[src/rtl/hid_pkg.sv]
// hid_pkg: shared mode encodings, scan states and report width helper for hid_report_mux
package hid_pkg;
  localparam logic [1:0] MODE_PACK = 2'd0;
  localparam logic [1:0] MODE_FIXED = 2'd1;
  localparam logic [1:0] MODE_SCAN = 2'd2;
  typedef enum logic {HOLD, SEEK} scan_state_t;
  function automatic int report_width(input int bytes);
    return bytes * 8;
  endfunction
endpackage

[src/rtl/hid_channel_slot.sv]
// hid_channel_slot: per-channel report latch, change detect, report count and stale timer (HID_REPORT_MUX_DIFF_EN)
module hid_channel_slot #(
  parameter int W = 64,
  parameter int C_stale_cycles = 6000000,
  parameter int C_clear_stale = 1
) (
  input logic clk,
  input logic rst,
  input logic [W-1:0] report,
  input logic valid,
  output logic [W-1:0] slot,
  output logic [7:0] cnt,
  output logic changed,
  output logic active
);
  localparam int TW = $clog2(C_stale_cycles + 1);
  logic [TW-1:0] timer;
  logic diff, upd, stale;
`ifdef HID_REPORT_MUX_DIFF_EN
  assign diff = report != slot;
  assign upd = valid && diff;
`else
  assign diff = 1'b0;
  assign upd = valid;
`endif
  assign stale = !valid && timer == TW'(C_stale_cycles - 1);
  // latch/count on accepted reports; the saturating timer ages the channel out unless a valid refreshes it
  always_ff @(posedge clk) begin
    if (rst) begin
      slot <= '0;
      cnt <= '0;
      changed <= 1'b0;
      active <= 1'b0;
      timer <= '0;
    end else begin
      changed <= valid && diff;
      if (upd) begin
        slot <= report;
        cnt <= cnt + 8'd1;
      end else if (stale && C_clear_stale != 0) slot <= '0;
      if (valid) begin
        timer <= '0;
        active <= 1'b1;
      end else if (timer != TW'(C_stale_cycles)) timer <= timer + TW'(1);
      if (stale) active <= 1'b0;
    end
  end
endmodule

[src/rtl/hid_report_mux.sv]
// hid_report_mux: multi-channel HID report capture and display composer (HID_REPORT_MUX_DIFF_EN enables change detection)
module hid_report_mux
  import hid_pkg::*;
#(
  parameter int C_channels = 2,
  parameter int C_report_bytes = 8,
  parameter int C_disp_bits = 256,
  parameter int C_stale_cycles = 6000000,
  parameter int C_clear_stale = 1,
  parameter int C_scan_cycles = 12000000,
  localparam int W = report_width(C_report_bytes),
  localparam int CW = C_channels > 1 ? $clog2(C_channels) : 1
) (
  input logic clk,
  input logic bus_reset,
  input logic [C_channels*W-1:0] hid_report,
  input logic [C_channels-1:0] hid_valid,
  input logic [1:0] mode,
  input logic [CW-1:0] sel,
  output logic [C_disp_bits-1:0] display,
  output logic [C_channels-1:0] changed,
  output logic [C_channels-1:0] active,
  output logic [CW-1:0] cur_ch,
  output logic [7:0] led
);
  localparam int SW = C_scan_cycles > 1 ? $clog2(C_scan_cycles) : 1;
  logic [W-1:0] slot [C_channels];
  logic [7:0] cnt [C_channels];
  logic [C_channels*W-1:0] packed_slots;
  scan_state_t state, state_n;
  logic [SW-1:0] dwell, dwell_n;
  logic [3:0] steps, steps_n;
  logic [CW-1:0] cur_n, nxt;
  logic [1:0] mode_q;
  logic cur_ok;
  logic [W-1:0] cur_slot;
  logic [7:0] cur_cnt;
  for (genvar g = 0; g < C_channels; g++) begin : g_ch
    hid_channel_slot #(
      .W(W),
      .C_stale_cycles(C_stale_cycles),
      .C_clear_stale(C_clear_stale)
    ) u_slot (
      .clk(clk),
      .rst(bus_reset),
      .report(hid_report[g*W +: W]),
      .valid(hid_valid[g]),
      .slot(slot[g]),
      .cnt(cnt[g]),
      .changed(changed[g]),
      .active(active[g])
    );
    assign packed_slots[g*W +: W] = slot[g];
  end
  assign cur_ok = 32'(cur_ch) < C_channels;
  assign cur_slot = cur_ok ? slot[cur_ch] : '0;
  assign cur_cnt = cur_ok ? cnt[cur_ch] : '0;
  assign led = {4'(active), cur_cnt[3:0]};
  // scan FSM next state: runs only in scan mode, fixed mode tracks sel, pack mode parks on channel 0
  always_comb begin
    nxt = 32'(cur_ch) >= C_channels - 1 ? '0 : cur_ch + CW'(1);
    state_n = HOLD;
    dwell_n = '0;
    steps_n = '0;
    cur_n = '0;
    if (mode == MODE_FIXED) cur_n = sel;
    else if (mode == MODE_SCAN) begin
      cur_n = cur_ch;
      if (state == HOLD) begin
        state_n = dwell == SW'(C_scan_cycles - 1) ? SEEK : HOLD;
        dwell_n = dwell == SW'(C_scan_cycles - 1) ? '0 : dwell + SW'(1);
      end else begin
        cur_n = !active[nxt] && steps == 4'(C_channels - 1) ? '0 : nxt;
        state_n = active[nxt] || steps == 4'(C_channels - 1) ? HOLD : SEEK;
        steps_n = state_n == SEEK ? steps + 4'd1 : '0;
      end
    end
  end
  // state registers and display composition from the registered mode, channel and slots
  always_ff @(posedge clk) begin
    if (bus_reset) begin
      state <= HOLD;
      dwell <= '0;
      steps <= '0;
      cur_ch <= '0;
      mode_q <= MODE_PACK;
      display <= '0;
    end else begin
      state <= state_n;
      dwell <= dwell_n;
      steps <= steps_n;
      cur_ch <= cur_n;
      mode_q <= mode;
      display <= mode_q == MODE_FIXED || mode_q == MODE_SCAN
        ? C_disp_bits'({cur_cnt, 5'b0, 3'(cur_ch), cur_slot})
        : C_disp_bits'(packed_slots);
    end
  end
endmodule

[config.mk]
export PLATFORM = sky130hd
export DESIGN_NAME = hid_report_mux
export DESIGN_NICKNAME = d
export VERILOG_FILES = /design/src/rtl/hid_pkg.sv /design/src/rtl/hid_channel_slot.sv /design/src/rtl/hid_report_mux.sv
export SDC_FILE = /design/constraint.sdc
export NUM_CORES = 1
export LEC_CHECK = 0
export CORE_MARGIN = 8
export CORE_UTILIZATION = 43
export CTS_CLUSTER_SIZE = 40
export DETAILED_ROUTE_END_ITERATION = 7
export PLACE_DENSITY = 0.74
export SLEW_MARGIN = 20
export SYNTH_ARGS = -nofsm -noshare
export SYNTH_HDL_FRONTEND = slang
export SYNTH_SLANG_ARGS = --single-unit
[constraint.sdc]
create_clock -name clk -period 1.8 [get_ports clk]
set_input_delay 0.18 -clock clk [delete_from_list [all_inputs] [get_ports clk]]
set_output_delay 0.18 -clock clk [all_outputs]
set_load 0.05 [all_outputs]
==> results.txt <==
- The worst setup path is captured at a flop.
* Synthesis Warnings: 0
- Hold timing on the final database bottoms out at a slack of roughly 86 ps.
- In this run, CTS created clock tree buffers numbering 37.
* Synth top area cells: sky130_fd_sc_hd__dfxtp_1 49%, sky130_fd_sc_hd__nand2_1 7.9%, sky130_fd_sc_hd__a21oi_1 7.5%
- Max_cap viols: 0
- Path class of the lowest-slack min-delay path: input port to flop
- Placement Rows: 66
- Port buffering added 271 buffers.
* Final period util: between 90% and 100%
* Post-synth top cells: 352 x sky130_fd_sc_hd__dfxtp_1, 301 x sky130_fd_sc_hd__nand2_1, 214 x sky130_fd_sc_hd__a21oi_1
- The most used flip-flop cell after synthesis is sky130_fd_sc_hd__dfxtp_1.
- The run finished with clean final reports.
- Core occupancy in the finished layout: 56.63%
- IR analysis of the VDD net gives a maximum drop of roughly 0.00053 V.
- Drt drc: 0
- Count of unique library cells instantiated by Yosys: 47
- Synthesis-to-layout area growth: 29.61%
- The number of global-route vias before repair is 11.59k.
- FF+latch count, synth: 352
- Fraction of synthesized cell area taken by the top area cell type: 49.44%
- Number of setup violations in the final report: 0
- Slew at the pin closest to its max-slew limit: around 680 ps
* Width of the die: 198.1 um
- Count of buffering cells on the critical path with inverters included: 2
* Cell Pwr Density: 998.5 nW/um2
- Placement Cell Area: 17,210 um2
- Max Slew Vio Count: 0
* Number of filler instances in the final layout: between 2k and 3k
- For the worst-skew pair, the clock arrives at the later sink with an insertion delay of 520 ps.
- Once the floorplan was initialized, standard cells occupied 43.69% of the core.
* Number of cells produced by synthesis: 1,636
- Number of I/O pins: 404
- Clock H-tree levels: 2
- CTS placed an instance of sky130_fd_sc_hd__clkbuf_16 at the clock tree root.
* Final HPWL from detailed placement: 28,330 um
* First-pass iteration count of the detailed router: 5
- Final Instance Area: 18,470 um2
- Layout cell share with drive strength beyond 1: 9.499%
- Routability-driven placement finished with a final weighted congestion of 0.8744.
- Die outline height: 198.1 um
- STA puts the critical path data required time at 2170 ps.
* Largest stage delay, worst path: about 360 ps
- Final Hold Viols: 0
* Clock slew at the register clock pins of the worst setup and hold paths: ~60 ps
- The first global-routing pass estimated 61,420 um of wire.
- Sequence of cells on the critical path: nand4b_1 -> nor4_1 -> buf_4 -> nand2_2 -> buf_6 -> a21oi_1 -> nor2_1
* Worst setup skew after layout: around 17 ps
* Slack of the worst reg-to-reg path: 60 ps
- Headroom to the max-slew limit: 54.63%
* Class of the most critical setup path: flop to flop
- STA classifies the critical path startpoint as a flop.
* Crit path arrival time: 2110 ps
- The most common cell in the synthesized netlist is sky130_fd_sc_hd__dfxtp_1.
- The design draws 18.45 mW.
- Final Routed Wirelength: 40,130 um
- Sequential fraction of the synthesis area: 49.44%
- Crit path max-delay cell type: sky130_fd_sc_hd__dfxtp_1
- Cell family contributing the most delay on the critical path: simple AND/OR/NAND/NOR gates
* Avg Inst Size Synth: 8.712 um2
- Unrepaired setup endpoints after global routing: true
- Drt first-iter violations: 671
- Entering global routing, the biggest net connects roughly 120 pins.
- Per-cell routed wire length: between 15 and 20 um
- Routed Antenna Nets: 0
- Yosys mapped a number of flops with a built-in enable equal to 0.
- The floorplan step defined a die boundary enclosing 39,230 um2.
- Number of antenna violations at the first check in global routing: 2
* Total congestion overflow: 0
- Final worst path period need: 1741 ps
- Across every metal layer, demand over resource in global routing totals 19.24%.
* Placed cells: 2,310
- Final #Nets: 2,056
* Via density: 4.927
- Counting flops with an async set or reset pin after synthesis yields a share of 0%.
- Post-layout instance count excluding filler cells: 2,381
- Deepest clock path buffer count: 3
- Clock tree sinks: around 350
* Max frequency: 574.3 MHz
- For this design the static power due to leakage is 7.568 nW.
- Biggest fanout along the worst timing path: 22
* Post-synthesis cell type with the largest combined area: sky130_fd_sc_hd__dfxtp_1
- TritonCTS built the clock tree.
- The detailed router placed 11.73k vias in this run.
* Area inside the core boundary: 32,620 um2
* Post-Synthesis Cell Area: between 10,000 and 15,000 um2
[state kept, by name, indices dropped and copies added, names as in the netlist]
name and count:
g_ch.u_slot.cnt 16, display 128, g_ch.u_slot.slot 128, mode_q 2
cur_ch 1, g_ch.u_slot.active 2, g_ch.u_slot.timer 46, dwell 24
state 1, steps 4
[per-layer routing]
metal | up-vias | part of all wire, % | GRT usage [%]
li1 | 5697 | - | -
met2 | 491 | 46 | 31.28
met4 | 0 | 3.6 | 7.688
met1 | 5460 | 42 | 24.54
met3 | 84 | 8.5 | 4.228
met5 | - | 0 | 0
[logic make-up (layout without fill, tap and decap cells)]
group / Yosys count / after routing / synth area share, %
DFF: 352 / 352 / 49.44
AOI/OAI and AO/OA: 230 / 230 / 8.314
adders and majority gates: 9 / 9 / 0.7901
and+or+nand+nor: 710 / 710 / 25.76
other: 1 / 134 / 0.02631
muxes: 12 / 12 / 0.8779
xor gates and xnor gates: 71 / 71 / 4.363
buffers and inverters: 251 / 421 / 10.43
[tightest hold or removal path: stages]
cell and delay, ps:
sky130_fd_sc_hd__buf_4 210, sky130_fd_sc_hd__nand2_1 100, sky130_fd_sc_hd__a21oi_1 50
[layout by cell type (no fill, tap or decap), types with 5 or more instances in the layout]
cell / instances
sky130_fd_sc_hd__and2_1: 58
sky130_fd_sc_hd__nor3_1: 7
sky130_fd_sc_hd__clkbuf_16: 37
sky130_fd_sc_hd__dfxtp_1: 349
sky130_fd_sc_hd__clkbuf_1: 9
sky130_fd_sc_hd__conb_1: 132
sky130_fd_sc_hd__and4_1: 8
sky130_fd_sc_hd__nand3_1: 22
sky130_fd_sc_hd__ha_1: 8
sky130_fd_sc_hd__o21ai_0: 8
sky130_fd_sc_hd__clkdlybuf4s50_1: 131
sky130_fd_sc_hd__bufinv_16: 6
sky130_fd_sc_hd__nand2_1: 298
sky130_fd_sc_hd__nand3b_1: 132
sky130_fd_sc_hd__inv_1: 14
sky130_fd_sc_hd__or3_1: 10
sky130_fd_sc_hd__nor3_2: 5
sky130_fd_sc_hd__clkbuf_8: 6
sky130_fd_sc_hd__mux2i_1: 8
sky130_fd_sc_hd__xor2_1: 42
sky130_fd_sc_hd__a21oi_1: 214
sky130_fd_sc_hd__buf_4: 75
sky130_fd_sc_hd__and3_1: 10
sky130_fd_sc_hd__nand4_1: 27
sky130_fd_sc_hd__xnor2_1: 29
sky130_fd_sc_hd__dlygate4sd2_1: 117
sky130_fd_sc_hd__nor2_1: 94
sky130_fd_sc_hd__buf_12: 14
[final cells by class]
type                            count  area [um2]  share of cell area [%]
Antenna cell                        2       5.005                 0.02709
Multi-Input combinational cell   1164        6300                   34.10
Clock buffer                       52        1042                   5.642
Sequential cell                   352        7051                   38.17
Timing Repair Buffer              343        3249                   17.59
Inverter                           14       52.55                  0.2845
Clock inverter                     12       220.2                   1.192
Tap cell                          442       553.0                   2.994
[power breakdown]
group          total [mW]  switching (mW)  leakage (nW)  internal [mW]
registers            8.23           0.152          2.87           8.07
clock network        7.93            3.03         0.615           4.90
logic                2.29            1.61          4.08          0.682
[path summary, 6_finish.rpt]
check | startpoint | end | cells after the start
worst min-delay path | hid_valid[1] | g_ch[1].u_slot.slot[6] | 3
worst min register to register | dwell[0] | dwell[0] | 1
worst max-delay path | g_ch[1].u_slot.timer[9] | g_ch[1].u_slot.active | 7
worst max register to register | g_ch[1].u_slot.timer[9] | g_ch[1].u_slot.active | 7
[metrics by stage]
stage / setup slack (ps) / TNS, ps
6_report: 58.69 / 0
5_1_grt: -38.39 / -125.2
4_1_cts: 2.439 / 0
3_5_place_dp: -47.87 / -861.2
3_3_place_gp: -6.887 / -55.00
2_1_floorplan: 34.53 / 0
[timing repair]
| item | 4_1_cts | 5_1_grt |
|---|---|---|
| endpoints found under the setup margin | 153 | 72 |
| pin swaps | 2 | 3 |
| hold endpoints to repair | 1 | 0 |
| hold buffers | 1 | 0 |
| resized for setup | 122 | 19 |
| setup buffers | 2 | 2 |
Note: power is estimated with default switching activity, not from simulation.
